$ cat config.mk
export PLATFORM = sky130hd
export DESIGN_NAME = sudoku_grid_pixel_gen
export DESIGN_NICKNAME = d
export VERILOG_FILES = /design/src/rtl/sudoku_grid_pixel_gen.sv
export SDC_FILE = /design/constraint.sdc
export NUM_CORES = 2
export LEC_CHECK = 0
export BUFFER_PORTS_ARGS = -buffer_cell sky130_fd_sc_hd__buf_2
export CAP_MARGIN = 20
export CORE_AREA = 2 2 305 307
export CTS_BUF_LIST = sky130_fd_sc_hd__clkbuf_2
export DETAILED_ROUTE_END_ITERATION = 16
export DIE_AREA = 0 0 307 309
export GPL_TIMING_DRIVEN = 0
export SETUP_SLACK_MARGIN = 0.4
export SYNTH_ARGS = -nofsm -noshare
export SYNTH_HDL_FRONTEND = slang
export SYNTH_SLANG_ARGS = --single-unit
$ cat constraint.sdc
create_clock -name clk -period 8.15 [get_ports clk]
set_clock_uncertainty 0.2 [all_clocks]
set_input_delay 0.815 -clock clk [delete_from_list [all_inputs] [get_ports clk]]
set_output_delay 0.815 -clock clk [all_outputs]
set_load 0.05 [all_outputs]
$ cat src/rtl/sudoku_grid_pixel_gen.sv
// Two-stage pixel generator for the Sudoku board: cell store, grid/box lines, 5x7 digit glyphs, blinking cursor.
// Optional same-digit background highlight enabled by defining SUDOKU_SAME_DIGIT_HL_EN.
module sudoku_grid_pixel_gen #(
  parameter int GRID_N      = 9,
  parameter int BOX_N       = 3,
  parameter int CELL_SIZE   = 52,
  parameter int GLYPH_SCALE = 4,
  parameter int BLINK_DIV   = 25000000,
  parameter int IDX_W       = 7
) (
  input  logic             clk,
  input  logic             rst_n,
  input  logic [9:0]       h_cnt,
  input  logic [9:0]       v_cnt,
  input  logic             pix_req,
  input  logic             wr_en,
  input  logic [IDX_W-1:0] wr_index,
  input  logic [3:0]       wr_value,
  input  logic             wr_given,
  input  logic             clr_start,
  input  logic [IDX_W-1:0] cursor_index,
  output logic             busy,
  output logic [11:0]      pixel,
  output logic             pixel_valid
);

  localparam int CELLS = GRID_N * GRID_N;
  localparam int BLINK_W = (BLINK_DIV > 1) ? $clog2(BLINK_DIV) : 1;
  localparam logic [9:0] CELL_L  = 10'(CELL_SIZE);
  localparam logic [9:0] GRID_L  = 10'(GRID_N);
  localparam logic [9:0] BOX_L   = 10'(BOX_N);
  localparam logic [9:0] GPX_L   = 10'(GRID_N * CELL_SIZE);
  localparam logic [9:0] SCALE_L = 10'(GLYPH_SCALE);
  localparam logic [9:0] X0_L    = 10'((CELL_SIZE - 5 * GLYPH_SCALE) / 2);
  localparam logic [9:0] Y0_L    = 10'((CELL_SIZE - 7 * GLYPH_SCALE) / 2);
  localparam logic [9:0] GW_L    = 10'(5 * GLYPH_SCALE);
  localparam logic [9:0] GH_L    = 10'(7 * GLYPH_SCALE);

  typedef enum logic {IDLE, CLEAR} state_t;

  state_t             state_q;
  logic [IDX_W-1:0]   ptr_q;
  logic               busy_q;
  logic [3:0]         value_q [CELLS];
  logic               given_q [CELLS];
  logic [BLINK_W-1:0] blinkCnt_q;
  logic               blinkPhase_q;

  logic [9:0] col_q, row_q, ox_q, oy_q;
  logic       inGrid_q, pixReq_q;
  logic [11:0] pixel_q, pixel_d;
  logic        pixelValid_q;

  // Row r of the 5x7 font for digit d; MSB is the leftmost column, row 0 on top.
  function automatic logic [4:0] fontRow(input logic [3:0] d, input logic [2:0] r);
    logic [34:0] bits;
    case (d)
      4'd1: bits = {5'b00100, 5'b01100, 5'b00100, 5'b00100, 5'b00100, 5'b00100, 5'b01110};
      4'd2: bits = {5'b01110, 5'b10001, 5'b00001, 5'b00010, 5'b00100, 5'b01000, 5'b11111};
      4'd3: bits = {5'b11111, 5'b00010, 5'b00100, 5'b00010, 5'b00001, 5'b10001, 5'b01110};
      4'd4: bits = {5'b00010, 5'b00110, 5'b01010, 5'b10010, 5'b11111, 5'b00010, 5'b00010};
      4'd5: bits = {5'b11111, 5'b10000, 5'b11110, 5'b00001, 5'b00001, 5'b10001, 5'b01110};
      4'd6: bits = {5'b00110, 5'b01000, 5'b10000, 5'b11110, 5'b10001, 5'b10001, 5'b01110};
      4'd7: bits = {5'b11111, 5'b00001, 5'b00010, 5'b00100, 5'b01000, 5'b01000, 5'b01000};
      4'd8: bits = {5'b01110, 5'b10001, 5'b10001, 5'b01110, 5'b10001, 5'b10001, 5'b01110};
      4'd9: bits = {5'b01110, 5'b10001, 5'b10001, 5'b01111, 5'b00001, 5'b00010, 5'b01100};
      default: bits = '0;
    endcase
    return 5'(bits >> (6'd5 * (6'd6 - 6'(r))));
  endfunction

  logic             wrInRange, wrOk;
  logic [IDX_W-1:0] wrIdx;

  always_comb begin
    wrInRange = int'(wr_index) < CELLS;
    wrIdx     = wrInRange ? wr_index : '0;
    wrOk      = wr_en && wrInRange && (wr_given || !given_q[wrIdx]);
  end

  // Clear sweep and cell writes share the store; host writes are only honoured while idle.
  always_ff @(posedge clk or negedge rst_n) begin
    if (!rst_n) begin
      state_q <= IDLE;
      ptr_q   <= '0;
      busy_q  <= 1'b0;
      for (int i = 0; i < CELLS; i++) begin
        value_q[i] <= '0;
        given_q[i] <= 1'b0;
      end
    end else begin
      case (state_q)
        IDLE: begin
          if (wrOk) begin
            value_q[wrIdx] <= wr_value;
            given_q[wrIdx] <= wr_given;
          end
          if (clr_start) begin
            state_q <= CLEAR;
            busy_q  <= 1'b1;
            ptr_q   <= '0;
          end
        end
        CLEAR: begin
          if (!given_q[ptr_q]) value_q[ptr_q] <= '0;
          if (int'(ptr_q) == CELLS - 1) begin
            state_q <= IDLE;
            busy_q  <= 1'b0;
          end else begin
            ptr_q <= ptr_q + 1'b1;
          end
        end
        default: state_q <= IDLE;
      endcase
    end
  end

  always_ff @(posedge clk or negedge rst_n) begin
    if (!rst_n) begin
      blinkCnt_q   <= '0;
      blinkPhase_q <= 1'b1;
    end else if (blinkCnt_q == BLINK_W'(BLINK_DIV - 1)) begin
      blinkCnt_q   <= '0;
      blinkPhase_q <= ~blinkPhase_q;
    end else begin
      blinkCnt_q <= blinkCnt_q + 1'b1;
    end
  end

  always_ff @(posedge clk or negedge rst_n) begin
    if (!rst_n) begin
      col_q    <= '0;
      row_q    <= '0;
      ox_q     <= '0;
      oy_q     <= '0;
      inGrid_q <= 1'b0;
      pixReq_q <= 1'b0;
    end else begin
      col_q    <= h_cnt / CELL_L;
      row_q    <= v_cnt / CELL_L;
      ox_q     <= h_cnt % CELL_L;
      oy_q     <= v_cnt % CELL_L;
      inGrid_q <= (h_cnt < GPX_L) && (v_cnt < GPX_L);
      pixReq_q <= pix_req;
    end
  end

  logic [IDX_W-1:0] rdIdx;
  logic [3:0]       cellVal;
  logic             cellGiven, isLine, inGlyph, glyphLit, isCursor;
  logic [2:0]       gx, gy;
  logic [4:0]       glyphRow;
`ifdef SUDOKU_SAME_DIGIT_HL_EN
  logic [3:0]       curVal;
`endif

  always_comb begin
    rdIdx     = inGrid_q ? IDX_W'(row_q * GRID_L + col_q) : '0;
    cellVal   = value_q[rdIdx];
    cellGiven = given_q[rdIdx];
    isLine    = (ox_q == '0) || (oy_q == '0) ||
                (ox_q <= 10'd1 && (col_q % BOX_L) == '0) ||
                (oy_q <= 10'd1 && (row_q % BOX_L) == '0) ||
                (col_q == GRID_L - 10'd1 && ox_q == CELL_L - 10'd1) ||
                (row_q == GRID_L - 10'd1 && oy_q == CELL_L - 10'd1);
    inGlyph   = (ox_q >= X0_L) && (ox_q < X0_L + GW_L) && (oy_q >= Y0_L) && (oy_q < Y0_L + GH_L);
    gx        = 3'((ox_q - X0_L) / SCALE_L);
    gy        = 3'((oy_q - Y0_L) / SCALE_L);
    glyphRow  = fontRow(cellVal, gy);
    glyphLit  = inGlyph && (cellVal != '0) && (cellVal <= 4'd9) && glyphRow[3'd4 - gx];
    isCursor  = inGrid_q && (int'(cursor_index) < CELLS) && (rdIdx == cursor_index);
`ifdef SUDOKU_SAME_DIGIT_HL_EN
    curVal    = (int'(cursor_index) < CELLS) ? value_q[cursor_index] : '0;
`endif

    if (!inGrid_q)                     pixel_d = 12'h888;
    else if (isLine)                   pixel_d = 12'h000;
    else if (glyphLit)                 pixel_d = cellGiven ? 12'h000 : 12'h00F;
    else if (isCursor && blinkPhase_q) pixel_d = 12'hFF0;
`ifdef SUDOKU_SAME_DIGIT_HL_EN
    else if (!isCursor && cellVal != '0 && cellVal == curVal) pixel_d = 12'h8CF;
`endif
    else                               pixel_d = 12'hFFF;
  end

  // Pixel colour is held across idle (pix_req=0) slots; only the valid flag drops.
  always_ff @(posedge clk or negedge rst_n) begin
    if (!rst_n) begin
      pixel_q      <= 12'h000;
      pixelValid_q <= 1'b0;
    end else begin
      if (pixReq_q) pixel_q <= pixel_d;
      pixelValid_q <= pixReq_q;
    end
  end

  assign busy        = busy_q;
  assign pixel       = pixel_q;
  assign pixel_valid = pixelValid_q;

endmodule

=== Yosys cells after proc, flatten, opt, wreduce, memory -nomap -nowiden ===
Memory sizes are Yosys's and may differ from the RTL's.
Index checks and enable logic that the tools add are counted.

* Register bits: 495
* Bits in read-only memories: 560
* Memories kept: 1

{| class="wikitable"
|+ Memories
! memory !! depth !! bits a word !! rd ports !! clocked after Yosys merged registers in !! wr ports !! RTL line !! source
|-
| (name not given) || 16 || 35 || 1 || 0 || 0 || 57 || <nowiki>case (d)</nowiki>
|}

* Add/sub/neg operators: 7
* Multiply operators: 2
* Divide/modulo/power cells: 6
* Order comparisons: 17
* Eq/ne operators: 12
* Shift operators: 1
* Multiplexer cells: 42
* Bitwise operators: 7
* Reductions and logical operators: 34

{| class="wikitable"
|+ Operators with widths
! operator !! count
|-
| two-way mux 324 bit || 2
|-
| one-hot mux 324 bit (2 select lines) || 1
|-
| AND 324 bit || 1
|-
| bitwise mux 324 bit || 1
|-
| NOT 324 bit || 1
|-
| bitwise mux 81 bit || 1
|-
| demux 4 bit (select 7 bit) || 2
|-
| logical NOT 10 bit || 4
|-
| two-way mux 12 bit || 3
|-
| right shift 35 x 6 -> 5 bit || 1
|-
| binary-select mux 4 bit (select 7 bit) || 1
|-
| two-way mux 7 bit || 4
|-
| adder 25 x 1 -> 25 bit (second input constant) || 1
|-
| == test 25 bit (second input constant) || 1
|-
| two-way mux 25 bit || 1
|-
| greater-or-equal comparator 8 bit (second input constant) || 3
|-
| two-way mux 4 bit || 6
|-
| NOT 7 -> 8 bit || 3
|-
| binary-select mux 1 bit (select 7 bit) || 3
|-
| divider 10 x 6 -> 10 bit (second input constant) || 2
|-
| == test 10 x 4 -> 1 bit (second input constant) || 2
|-
| == test 10 x 6 -> 1 bit (second input constant) || 2
|-
| <= comparator 10 x 1 -> 1 bit (second input constant) || 2
|-
| < comparator 10 x 6 -> 1 bit (second input constant) || 2
|-
| 32 further kinds || 78
|}

=== Longest topological paths before layout ===
An unclocked memory read counts as a cell.

* Depth in word-level cells: 15
* Gate-level depth with buffers: 26

=== Worst setup path before layout ===
Ideal clock, no wire load.

* Kind: reg-to-reg
* Start point: register col_q[1]
* End point: register pixel_q[2] (netlist: pixel[2])
* Setup time: 0.101 ns
* Arrival time: 5.520 ns
* Required time: 7.849 ns
* Setup slack: 2.329 ns
* Cell stages (with the launch flop): 27
* Period minus slack after synthesis: 5.821 ns
* Cells stage by stage: dfrtp_1 -> ha_1 -> ha_1 -> inv_1 -> fa_1 -> buf_2 -> nand3_1 -> buf_2 -> buf_1 -> o22ai_1 -> nor4_1 -> a211oi_1 -> o21ai_0 -> o211a_1 -> buf_4 -> ha_1 -> clkbuf_1 -> nor2b_1 -> a21oi_1 -> a211oi_2 -> o311ai_1 -> a311oi_1 -> nand3_1 -> a2111oi_2 -> a211oi_1 -> o31a_1 -> o32ai_1

* Longest elaborated chain between the ends: 14
* Elaborated cells between the ends (all ways): 35
* Classes of those cells: add/sub: 1; div: 1; order compare: 1; eq/ne: 2; shift: 1; mux: 14; bitwise: 1; reduce/logical: 13; memory: 1

{| class="wikitable"
|+ Ends and longest elaborated chain
! what !! RTL line !! source
|-
| from (decl) || 49 || <nowiki>logic [9:0] col_q, row_q, ox_q, oy_q;</nowiki>
|-
| from (signal assigned) || 139 || <nowiki>col_q <= h_cnt / CELL_L;</nowiki>
|-
| parallel branches: the longest is 12 deep, another holds modulo 10 x 2 -> 10 bit || -- ||
|-
| two-way mux 12 bit (*) || 177 || <nowiki>else if (isLine) pixel_d = 12'h000;</nowiki>
|-
| two-way mux 12 bit (*) || 176 || <nowiki>if (!inGrid_q) pixel_d = 12'h888;</nowiki>
|-
| to (signal assigned) || 192 || <nowiki>if (pixReq_q) pixel_q <= pixel_d;</nowiki>
|-
| to (decl) || 51 || <nowiki>logic [11:0] pixel_q, pixel_d;</nowiki>
|}

Every way passes the cells marked *. The select of a mux whose other input is x is not followed.
A chain may end at the register's enable or synchronous reset.

=== Worst setup path after layout ===
Same ends and word-level chain as after synthesis.

==> summary.txt <==
Clock network
  • CTS tree: done
  • TritonCTS buffer count: ~140
  • Clock sink count: 477
  • Maximum clock insertion buffer count: 3
  • H-tree depth: 4
  • Clock root cell: clkbuf_2
  • Worst-path clk slew: ~0.12 ns
  • Clock latency on the worst-skew pair: 1.43 ns

Setup path
  • Worst setup EP type: register
  • R2r endpoint: pixel[2]
  • R2R Setup Slk: roughly 0.43 ns
  • Reg2reg start: col_q[1]
  • Crit Path Class: reg2reg
  • CP endpoint: pixel[2]
  • Worst path arrival time: between 8 and 9 ns
  • WP data required: slightly above 9 ns
  • Reg2Reg Depth: 23
  • Crit-path max FO: 11
  • Setup crit start kind: register
  • Crit path from: col_q[1]

Final layout
  • Nets: 3982
  • Fraction of layout cells with a size suffix above 1: 0.1480
  • Layout area overhead: 12.45%
  • Final core occ: 0.3906
  • Most common cell after layout, fill and taps aside: nand2_1
  • Commonest cells after routing, fill and taps aside: nand2_1 (598), dfrtp_1 (476), o21ai_0 (412)

STA
  • Fmax: between 100 and 150 MHz
  • Setup tns final: 0 ns
  • Fin crit share: 0.9470
  • Min Tclk post-route: between 7 and 8 ns
  • Setup-failing EPs final: 0
  • Final WS setup: ~0.43 ns
  • Fin. Hold Viols: 0
  • Worst rel slew slack: 0.1401
  • Fin. max-slew vios: 0
  • Min Hold Slack: between 0.07 and 0.08 ns
  • RSZ-0062 raised after global routing: false
  • Slew @ Worst Pin: between 1 and 1.5 ns

Drt
  • Vias: 32.41k
  • DRC viols: 2
  • Pre-Repair DR Iteration Count: 14
  • Average wire per standard cell: 26.35 µm
  • Total wire length: 137000 µm
  • DRT iter0 DRCs: about 5.4k
  • Final ANT Viol Nets: 0
  • Mean number of vias per cell: between 6 and 7

Logic synthesis
  • Asr flop ratio synth: 1.000
  • Mapped Cells: between 3k and 4k
  • Register bit total from synthesis: ~480
  • Ys Warns: 0
  • Number of synthesized flops with an enable pin: 0
  • Syn Area/Cell: approximately 8.7 µm²
  • Top_reg_cell synth: dfrtp_1
  • Sequential-to-total area share from yosys stat: 0.3761
  • Syn Std Cell Area: 31740 µm²
  • Distinct cell type count after synthesis: 97

Run status
  • Status: finished with violations
  • Failing checks: DRC

Floorplan
  • Die height: 309 µm
  • Die width: about 310 µm
  • Cell row count: around 110
  • Starting Density: 0.3474
  • Core area: around 91000 µm²
  • IO Pins: 58
  • Die Area: 94860 µm²

Min path
  • Hold Crit Class: in2reg

Power
  • VDD IR max: roughly 230 µV
  • Power per Cell Area: 311.1 nW/µm²
  • Total power: 11.10 mW
  • Leak: ~15 nW

GRT
  • GRT Resource Usage Total: 0.2807
  • Vias in the first global route: between 30k and 40k
  • Initial antenna violation count: 5
  • Pin count of the biggest net entering global routing: ~110
  • Congestion Overflow GR: 0
  • First-pass GRT wire length: ~200000 µm

Place
  • Hpwl dp: about 96000 µm
  • Pre-CTS WS: -0.3519 ns
  • Gpl congestion: 1.026
  • IO Port Bufs: 48

Run
  • Max Cap Viol: 0
-- worst max-delay path, stage by stage (launching register included) --
cell       delay [ns]
dfrtp_1          0.50
ha_1             0.34
ha_1             0.44
buf_4            0.35
buf_6            0.28
nand2b_1         0.49
o221ai_1         0.37
a21oi_1          0.09
o311ai_0         0.74
a22oi_2          0.26
a211o_1          0.45
clkinv_2         0.20
ha_1             0.17
clkbuf_2         0.24
nor2b_1          0.26
a21oi_1          0.08
a211oi_2         0.43
o311ai_1         0.15
a311oi_1         0.28
nand3_1          0.19
a2111oi_2        0.39
a211oi_1         0.14
o31a_1           0.36
o32ai_1          0.27
-- kinds of logic after synthesis --
group	share of synthesized area
xor+xnor	0.01734
buf+inv	0.04730
mux	0.1825
flops	0.3761
fa+ha+maj	0.01569
simple gates	0.1652
other cells	0.0001181
compound gates	0.1957
-- routing by layer --
layer,vias to the layer above,global-route usage,part of all wire
li1,13825,-,-
met1,15540,0.3661,0.39
met2,2434,0.3996,0.41
met3,610,0.09879,0.13
met4,2,0.1646,0.066
met5,-,0,0.00039
-- through the flow --
step                cells  instance area (µm²)
CTS                  5187                35560
finish               5200                35700
floorplan            3645                31770
global route         5194                35680
global placement     4879                33490
detailed placement   4895                33780
-- cells in the mapped netlist, types with 10 or more instances --
library cell / number / area, µm²
a211oi_1: 41 / 307.8
a21oi_1: 81 / 405.4
a221oi_1: 22 / 192.7
a22oi_1: 18 / 135.1
a2bb2oi_1: 10 / 87.58
a311oi_1: 13 / 113.9
a31oi_1: 22 / 137.6
and2_1: 26 / 162.7
and3_1: 22 / 137.6
buf_1: 19 / 71.32
buf_2: 69 / 345.3
buf_4: 28 / 210.2
clkbuf_1: 165 / 619.3
dfrtp_1: 476 / 11910
ha_1: 35 / 437.9
inv_1: 44 / 165.2
mux2_2: 121 / 1363
mux2i_1: 400 / 4004
mux4_2: 19 / 427.9
nand2_1: 598 / 2245
nand2b_1: 27 / 168.9
nand3_1: 49 / 245.2
nand4_1: 13 / 81.33
nor2_1: 223 / 837.1
nor2b_1: 33 / 206.5
nor3_1: 100 / 500.5
nor4_1: 24 / 150.1
o2111ai_1: 15 / 131.4
o211ai_1: 22 / 165.2
o21a_1: 12 / 90.09
o21ai_0: 413 / 2067
o21ai_1: 87 / 435.4
o221ai_1: 14 / 122.6
o22ai_1: 103 / 644.4
o2bb2ai_1: 10 / 87.58
o311ai_0: 12 / 105.1
o31ai_1: 16 / 120.1
or3_1: 11 / 68.82
xnor2_1: 31 / 271.5
xor2_1: 30 / 262.8
-- power breakdown --
group	internal, mW	switching, mW
registers	2.56	0.212
logic	1.78	4.63
clock network	0.735	1.18
-- worst min path at each step --
stage                          startpoint        endpoint  slack (ns)  cells past startpoint
after floorplan            blinkCnt_q[14]  blinkCnt_q[14]        0.24                      1
after global placement      blinkCnt_q[0]   blinkCnt_q[0]        0.27                      1
after detailed placement    blinkCnt_q[4]   blinkCnt_q[4]        0.28                      1
after CTS                 cursor_index[5]        pixel[3]       0.004                      6
after global routing      cursor_index[3]        pixel[3]        0.09                      6
final                           clr_start            busy        0.07                      4
-- layout make-up --
class                      count  area [µm²]
timing repair buffer         116        1071
inverter                      50       192.7
fill                        9308       55690
antenna                        8       20.02
clock buffer                 201        1006
buffer                       287        1339
sequential                   477       11940
clock inverter                44       261.5
multi-input combinational   2831       18380
tap                         1186        1484
-- state kept, by name, summed over array words and instances (netlist names), 5 cells and up --
| name | count |
|---|---|
| row_q | 5 |
| blinkCnt_q | 25 |
| ptr_q | 7 |
| value_q | 324 |
| ox_q | 10 |
| given_q | 81 |
| oy_q | 10 |
| col_q | 5 |
-- what timing repair did --
| item | 4_1_cts | 5_1_grt |
|---|---|---|
| hold buffers | 47 | 0 |
| gates resized for setup | 14 | 29 |
| hold endpoints to repair | 306 | 0 |
| buffers inserted | 0 | 2 |
| setup endpoints to repair | 4 | 4 |
| pin swaps | 0 | 1 |
Note: power is estimated with default switching activity, not from simulation.
